### config.mk
export PLATFORM = sky130hd
export DESIGN_NAME = led_stream_receiver
export DESIGN_NICKNAME = d
export VERILOG_FILES = /design/src/rtl/led_stream_receiver_pkg.sv /design/src/rtl/led_stream_receiver_sync_edge.sv /design/src/rtl/led_stream_receiver.sv
export SDC_FILE = /design/constraint.sdc
export NUM_CORES = 1
export LEC_CHECK = 0
export ABC_CLOCK_PERIOD_IN_PS = 4700
export BUFFER_PORTS_ARGS = -buffer_cell sky130_fd_sc_hd__buf_4
export CORE_UTILIZATION = 40
export DETAILED_ROUTE_END_ITERATION = 8
export SLEW_MARGIN = 20
export SYNTH_ARGS = -nofsm -noshare
export SYNTH_HDL_FRONTEND = slang
export SYNTH_SLANG_ARGS = --single-unit
### constraint.sdc
create_clock -name clk -period 4.7 [get_ports clk]
set_input_delay 0.94 -clock clk [delete_from_list [all_inputs] [get_ports clk]]
set_output_delay 0.94 -clock clk [all_outputs]
set_load 0.01 [all_outputs]
### src/rtl/led_stream_receiver_pkg.sv
// Shared types and constants for the LED stream receiver.
package CCHW;

  localparam int LED_BITS_PER_PIXEL = 24;

  typedef struct packed {
    logic [7:0] r;
    logic [7:0] g;
    logic [7:0] b;
  } RGB;

  typedef enum logic {
    IDLE = 1'b0,
    RECV = 1'b1
  } rx_state_t;

endpackage

### src/rtl/led_stream_receiver_sync_edge.sv
// Two-flop synchronizer with an optional rising-edge detector.
// The data path uses the same synchronizer depth as the clock path
// so that a sampled bit lines up with the edge that qualifies it.
module SyncEdge #(
  parameter bit EDGE_DET = 1'b1
) (
  input  logic clk,
  input  logic i_rst_n,
  input  logic i_d,
  output logic o_sync,
  output logic o_rise
);

  logic [1:0] r_sync;

  // Two-stage metastability synchronizer.
  always_ff @(posedge clk or negedge i_rst_n) begin
    if (!i_rst_n) r_sync <= 2'b00;
    else          r_sync <= {r_sync[0], i_d};
  end

  assign o_sync = r_sync[1];

  generate
    if (EDGE_DET) begin : g_edge
      logic r_hist;
      // History flop: previous synchronized level for edge detection.
      always_ff @(posedge clk or negedge i_rst_n) begin
        if (!i_rst_n) r_hist <= 1'b0;
        else          r_hist <= r_sync[1];
      end
      assign o_rise = r_sync[1] & ~r_hist;
    end else begin : g_noedge
      assign o_rise = 1'b0;
    end
  endgenerate

endmodule

### src/rtl/led_stream_receiver.sv
// Captures a serial LED stream (ledClock/ledData) into 24-bit RGB pixels
// and reports per-frame statistics when the stream goes quiet.
module led_stream_receiver
  import CCHW::*;
#(
  parameter int LEDS        = 50,
  parameter int IDLE_CYCLES = 25000
) (
  input  logic                       clk,
  input  logic                       rst,
  input  logic                       ledClock,
  input  logic                       ledData,
  output logic [23:0]                pixel,
  output logic [$clog2(LEDS)-1:0]    pixelIndex,
  output logic                       pixelValid,
  output logic                       frameDone,
  output logic [$clog2(LEDS+1)-1:0]  ledCount,
  output logic                       overflow,
  output logic                       partial
);

  localparam int IDX_W  = $clog2(LEDS);
  localparam int CNT_W  = $clog2(LEDS+1);
  localparam int IDLE_W = $clog2(IDLE_CYCLES+1);
  localparam logic [CNT_W-1:0]  LEDS_C   = CNT_W'(LEDS);
  localparam logic [IDLE_W-1:0] IDLE_C   = IDLE_W'(IDLE_CYCLES);
  localparam logic [4:0]        LAST_BIT = 5'(LED_BITS_PER_PIXEL - 1);

  logic              w_clk_sync_unused;
  logic              w_clk_rise;
  logic              w_data_sync;
  logic              w_data_rise_unused;
  logic              r_rise_p1;
  logic              r_data_p1;
  rx_state_t         r_state;
  rx_state_t         w_state_next;
  logic              w_timeout;
  logic [IDLE_W-1:0] r_idle_cnt;
  // Holds the first 23 bits of a pixel; the 24th joins directly on completion.
  logic [22:0]       r_shift;
  logic [23:0]       w_shift_next;
  logic [4:0]        r_bit_cnt;
  logic [CNT_W-1:0]  r_pix_cnt;
  logic              r_ovf_acc;
  RGB                r_pixel;

  SyncEdge #(.EDGE_DET(1'b1)) u_sync_clk (
    .clk     (clk),
    .i_rst_n (rst),
    .i_d     (ledClock),
    .o_sync  (w_clk_sync_unused),
    .o_rise  (w_clk_rise)
  );

  SyncEdge #(.EDGE_DET(1'b0)) u_sync_data (
    .clk     (clk),
    .i_rst_n (rst),
    .i_d     (ledData),
    .o_sync  (w_data_sync),
    .o_rise  (w_data_rise_unused)
  );

  // Stage p1: register the detected edge with its aligned data bit.
  always_ff @(posedge clk or negedge rst) begin
    if (!rst) begin
      r_rise_p1 <= 1'b0;
      r_data_p1 <= 1'b0;
    end else begin
      r_rise_p1 <= w_clk_rise;
      r_data_p1 <= w_data_sync;
    end
  end

  // Frame state register.
  always_ff @(posedge clk or negedge rst) begin
    if (!rst) r_state <= IDLE;
    else      r_state <= w_state_next;
  end

  // Next state; an edge coinciding with the timeout keeps the frame alive.
  always_comb begin
    w_state_next = r_state;
    w_timeout    = 1'b0;
    case (r_state)
      IDLE: if (r_rise_p1) w_state_next = RECV;
      RECV: if (!r_rise_p1 && (r_idle_cnt == IDLE_C)) begin
        w_state_next = IDLE;
        w_timeout    = 1'b1;
      end
      default: w_state_next = IDLE;
    endcase
  end

  // Quiet-time counter: cleared by edges, saturating, runs only in RECV.
  always_ff @(posedge clk or negedge rst) begin
    if (!rst)
      r_idle_cnt <= '0;
    else if (r_rise_p1)
      r_idle_cnt <= '0;
    else if ((r_state == RECV) && (r_idle_cnt != IDLE_C))
      r_idle_cnt <= r_idle_cnt + 1'b1;
  end

  assign w_shift_next = {r_shift, r_data_p1};
  assign pixel        = r_pixel;

  // Stage p2: shift bits in, emit completed pixels, close frames on timeout.
  always_ff @(posedge clk or negedge rst) begin
    if (!rst) begin
      r_shift    <= '0;
      r_bit_cnt  <= '0;
      r_pix_cnt  <= '0;
      r_ovf_acc  <= 1'b0;
      r_pixel    <= '0;
      pixelIndex <= '0;
      pixelValid <= 1'b0;
      frameDone  <= 1'b0;
      ledCount   <= '0;
      overflow   <= 1'b0;
      partial    <= 1'b0;
    end else begin
      pixelValid <= 1'b0;
      frameDone  <= 1'b0;
      if (w_timeout) begin
        frameDone <= 1'b1;
        ledCount  <= (r_pix_cnt > LEDS_C) ? LEDS_C : r_pix_cnt;
        overflow  <= r_ovf_acc;
        partial   <= (r_bit_cnt != '0);
        r_shift   <= '0;
        r_bit_cnt <= '0;
        r_pix_cnt <= '0;
        r_ovf_acc <= 1'b0;
      end else if (r_rise_p1) begin
        r_shift <= w_shift_next[22:0];
        if (r_bit_cnt == LAST_BIT) begin
          r_bit_cnt <= '0;
          if (r_pix_cnt == LEDS_C) begin
            r_ovf_acc <= 1'b1;
          end else begin
            r_pixel    <= RGB'(w_shift_next);
            pixelIndex <= r_pix_cnt[IDX_W-1:0];
            pixelValid <= 1'b1;
            r_pix_cnt  <= r_pix_cnt + 1'b1;
          end
        end else begin
          r_bit_cnt <= r_bit_cnt + 1'b1;
        end
      end
    end
  end

endmodule

# Word-level counts from Yosys, hierarchy flattened
# Cells that the tools add are included.
# totals
inputBits	4
reg_bits	98
word_cells	71
output_inout_bits	40
# op_classes
n_bitwise	5
eq_ne	5
magnitude_cmp	1
n_reduce_logical	11
addsub	3
muxes	26
# ops
cell	count
$mux W23	2
$mux W15	2
$mux W6	5
$add A15 B1 Y15 const B	1
$eq A15 B15 Y1 const B	1
$mux W5	3
$ne A15 B15 Y1 const B	1
$mux W1	13
$reduce_bool A2 Y1	4
$add A6 B1 Y6 const B	1
$eq A6 B6 Y1 const B	1
$gt A6 B6 Y1 const B	1
$reduce_and A3 Y1	2
$add A5 B1 Y5 const B	1
$eq A5 B5 Y1 const B	1
$reduce_bool A5 Y1	1
$not A1 Y1	4
$reduce_and A4 Y1	1
$logic_and A1 B1 Y1	2
$ne A2 B2 Y1 const B	1
$pmux W1 S2	1
$and A1 B1 Y1	1
$logic_not A1 Y1	1

# Depth between registers and ports, before layout
# depth
word_depth	6
depth_mapped	8
mapped_depth_nobuf	6

# By module
# A second synthesis with hierarchy kept.
# unflattened
hier_cells	304
area_unflattened_um2	4028.9
# modules_own_cells
mod	n_inst	seq_area_each_um2	cells_per_inst	area_each_um2
led_stream_receiver	1	2327.2	296	3878.7
SyncEdge (u_sync_clk)	1	75.1	4	88.8
SyncEdge (u_sync_data)	1	50.0	4	61.3

# Least setup slack after synthesis
# OpenSTA, ideal clock, no wires.
# synth_path
path_type	register to register
from	reg r_idle_cnt[9]
to	reg r_shift[14]
path_buffers	2
slack_ps	2466
stages_incl_launch_ff	7
required_time_ps	4579
period_less_slack_ps	2234
setup_ps	121
t_arrival_ps	2113
cell_sequence	dfrtp_1 > or4b_4 > or4_4 > o21a_1 > buf_6 > buf_6 > a22o_1
# synth_via
elab_chain_len	5
word_cells_on_any_way	6
cone_classes	eq/ne (1); mux (3); reduce/logical (2)
# synth_rtl
element	line	text
from (decl)	led_stream_receiver.sv:38	logic [IDLE_W-1:0] r_idle_cnt;
from (signal assigned)	led_stream_receiver.sv:101	r_idle_cnt <= r_idle_cnt + 1'b1;
$eq A15 B15 Y1 *	led_stream_receiver.sv:86	RECV: if (!r_rise_p1 && (r_idle_cnt == IDLE_C)) begin
$logic_and A1 B1 Y1 *	led_stream_receiver.sv:86	
$mux W1 *	led_stream_receiver.sv:86	
$mux W1 *	led_stream_receiver.sv:84	case (r_state)
$mux W23 / $reduce_bool A2 Y1 (equally long branches)	--	
to (signal assigned)	led_stream_receiver.sv:134	r_shift <= w_shift_next[22:0];
to (decl)	led_stream_receiver.sv:40	logic [22:0] r_shift;
# Every way passes the cells marked *; elsewhere a longest branch is shown, timed or not.
# A chain may end at the register's enable or synchronous reset.

# Worst setup path in the final report
# layout_path
from	reg r_idle_cnt[9]
to	reg r_bit_cnt[1]
# layout_via
elab_chain_len	5
word_cells_on_any_way	6
cone_classes	eq/ne (1); mux (3); reduce/logical (2)
# layout_rtl
element	line	text
$eq A15 B15 Y1 *	led_stream_receiver.sv:86	
$logic_and A1 B1 Y1 *	led_stream_receiver.sv:86	
$mux W1 *	led_stream_receiver.sv:86	
$mux W1 *	led_stream_receiver.sv:84	
$mux W5 / $reduce_bool A2 Y1 (equally long branches)	--	
to (signal assigned)	led_stream_receiver.sv:146	r_bit_cnt <= r_bit_cnt + 1'b1;
to (decl)	led_stream_receiver.sv:42	logic [4:0] r_bit_cnt;
# Marked as above.

==> summary.md <==
| Metric | Value |
|---|---|
| Layout cells sized above 1 | 29.5% |
| Rel. slew slack | 36.9% |
| Setup_tns | 0 ps |
| Fill cells | 904 |
| Hold EP | u_sync_data.r_sync[1] |
| FF-to-FF End | r_bit_cnt[1] |
| Pin count of the biggest net entering global routing | 77 |
| R2R depth | 4 |
| Final setup vio count | 0 |
| Max Slew Vio Count | 0 |
| Die Height | 102 µm |
| WS Path Type | reg -> reg |
| TritonCTS clock tree | yes |
| Crit start category | register |
| Initial antenna violation count | 0 |
| Hold depth | 0 |
| Yosys cell types | 46 |
| DR WL/cell | 14.2 µm |
| CP Data Required Time | 4950 ps |
| Met2 usage | 22.8% |
| Most frequent cells in the layout | 98 x dfrtp_1, 46 x buf_4, 36 x mux2_2 |
| Post-CTS Resized | 0 |
| Total power | 1.73 mW |
| Layer with the highest usage | met2 |
| Status | finished, final reports clean |
| Dpl ws | 2120 ps |
| Syn_nets | 317 |
| Met1 Use GR | 20.4% |
| Via count | 2529 |
| GR Util met3 | 2.74% |
| DRC violations left | 0 |
| Fin Clk Skew | 15.2 ps |
| CTS root buf | clkbuf_8 |
| N_diodes | 0 |
| Seq/Total Area, Yosys | 61.0% |
| Period utilisation layout | 54.4% |
| Commonest non-fill, non-tap cell in the layout | dfrtp_1 |
| Post-Syn Instances | 307 |
| Hpwl dp | 4460 µm |
| Hold buffers post-CTS | 0 |
| Leakage | 2.30 nW |
| Area delta synth->final | 17.0% |
| Tot GR Track Use | 15.0% |
| Port bufs | 43 |
| RSZ-0062 raised after global routing | false |
| Fmax | 391 MHz |
| Setup Buffers After CTS | 0 |
| VDD IR max | 0.000145 V |
| Critical Path End Type | register |
| Num Clock Sinks | 98 |
| Power Density | 367 nW/µm² |
| Worst skew pair latency | 370 ps |
| Routed WL | 6960 µm |
| Number of synthesized flops with an enable pin | 0 |
| Antenna viol nets, final | 0 |
| R2r setup slk | 2140 ps |
| Via density per instance | 5.17 |
| GP Congestion | 0.740 |
| CTS Buf Count | 9 |
| Count of non-filler cells in the finished layout | 489 |
| Die W | 102 µm |
| I/O pins | 44 |
| DRT iter0 DRCs | 109 |
| Worst r2r src | r_idle_cnt[9] |
| Least-Margin Pin Slew | 946 ps |
| Endpoints failing hold | 0 |
| Post-placement cell count | 473 |
| Syn_area_per_cell | 13.1 µm² |
| Hold Path Origin | u_sync_data.r_sync[0] |
| First-pass GRT wire length | 12100 µm |
| Worst hold-check path type | reg -> reg |
| H-tree Lvls | 3 |
| Max cap viols | 0 |
| # rows | 36 |
| Max clock buf depth | 2 |
| Critical Path Fanout Max | 27 |
| Fin crit period | 2560 ps |
| Cell area after synthesis | 4020 µm² |
| Arrival time at the worst endpoint | 2810 ps |
| Synth async-reset ratio | 100% |
| Main synth FF type | dfrtp_1 |
| Core box area | 9770 µm² |
| Clock transition at the registers of the reported paths | 100 ps |
| FF+latch count, synth | 98 |
| 1st-pass router iterations | 4 |
| DIE AREA | 10500 µm² |
| GRT overflow | 0 |
| PnR worst setup slack | 2140 ps |
| Initial core utilization | 41.2% |
| Nets@finish | 361 |
| Syn. warnings | 0 |
| Vias in the first global route | 2516 |
==> layer usage <==
metal  vias to the layer above  routed length, µm
li1                       1194                  -
met1                      1265               3490
met2                        57               3110
met3                        13                246
met4                         0                109
met5                         -                  0
==> synthesized netlist by cell type (2+ instances only) <==
master / instances / share of area (%)
or3_1: 2 / 0.31
buf_1: 2 / 0.19
o21ai_0: 5 / 0.62
nor4_1: 4 / 0.62
o21a_1: 2 / 0.37
nand2_1: 14 / 1.3
nor2b_1: 2 / 0.31
nand4bb_1: 2 / 0.56
dfrtp_1: 98 / 61
a21o_1: 2 / 0.37
buf_6: 3 / 0.84
and3_1: 3 / 0.47
xor2_1: 6 / 1.3
clkbuf_1: 7 / 0.65
ha_1: 6 / 1.9
inv_1: 14 / 1.3
nor3_1: 3 / 0.37
o22a_1: 2 / 0.44
xnor2_1: 7 / 1.5
nand4b_1: 2 / 0.44
mux2_2: 36 / 10
mux2i_1: 2 / 0.50
a22o_1: 26 / 5.7
nor2_1: 19 / 1.8
nand4_1: 4 / 0.62
nand3_1: 10 / 1.2
a21oi_1: 5 / 0.62
==> area by class of cell <==
type | instances | area, µm² | share of cell area, %
Clock buffer | 11 | 141 | 3.00
Clock inverter | 5 | 85.1 | 1.81
Inverter | 14 | 52.6 | 1.12
Multi-Input combinational cell | 182 | 1460 | 31.1
Sequential cell | 98 | 2450 | 52.1
Tap cell | 133 | 166 | 3.54
Timing Repair Buffer | 46 | 345 | 7.34
==> where the power goes <==
part | switching [mW] | internal (mW) | leakage, nW
clock | 0.292 | 0.318 | 0.110
combinational | 0.0714 | 0.0717 | 0.857
sequential | 0.0706 | 0.906 | 1.33
==> logic make-up (layout without fill, tap and decap cells) <==
| logic type | Yosys count | count (layout) | synth area share [%] |
|---|---|---|---|
| AND/OR/NAND/NOR | 75 | 75 | 10.7 |
| flip-flops | 98 | 98 | 61.0 |
| AO/OA/AOI/OAI | 50 | 50 | 9.95 |
| XOR/XNOR | 13 | 13 | 2.83 |
| buffers and inverters | 27 | 76 | 3.11 |
| multiplexers | 38 | 38 | 10.6 |
| adder cells (fa/ha/maj) | 6 | 6 | 1.87 |
==> through the flow <==
step,hold WS [ps],utilization [%],area [µm²]
global route,379,48.1,4710
global placement,332,45.8,4480
CTS,358,48.1,4710
detailed placement,335,45.8,4480
floorplan,331,-,4020
finish,357,48.1,4710
==> worst max path at each step <==
stage | from | end | cells past startpoint
floorplan | r_idle_cnt[9] | r_shift[14] | 6
global placement | r_idle_cnt[9] | r_bit_cnt[1] | 4
detailed placement | r_idle_cnt[9] | r_bit_cnt[1] | 4
CTS | r_idle_cnt[9] | r_bit_cnt[1] | 4
global route | r_idle_cnt[9] | r_bit_cnt[1] | 4
finish | r_idle_cnt[9] | r_bit_cnt[1] | 4
==> registers in the layout, summed over array words and instances, names as in the netlist <==
signal and flops:
pixelIndex 6, frameDone 1, overflow 1, r_shift 23
pixel 24, pixelValid 1, r_data_p1 1, r_rise_p1 1
u_sync_clk.g_edge.r_hist 1, partial 1, ledCount 6, r_state 1
r_idle_cnt 15, u_sync_data.r_sync 2, r_ovf_acc 1, r_bit_cnt 5
r_pix_cnt 6, u_sync_clk.r_sync 2
==> critical path, stage by stage, from the launching register on <==
cell and delay [ps]:
dfrtp_1 420, or4b_4 590, or4_4 550, o21a_1 520, a32o_1 360
No activity file was read; power rests on OpenSTA's default activity.
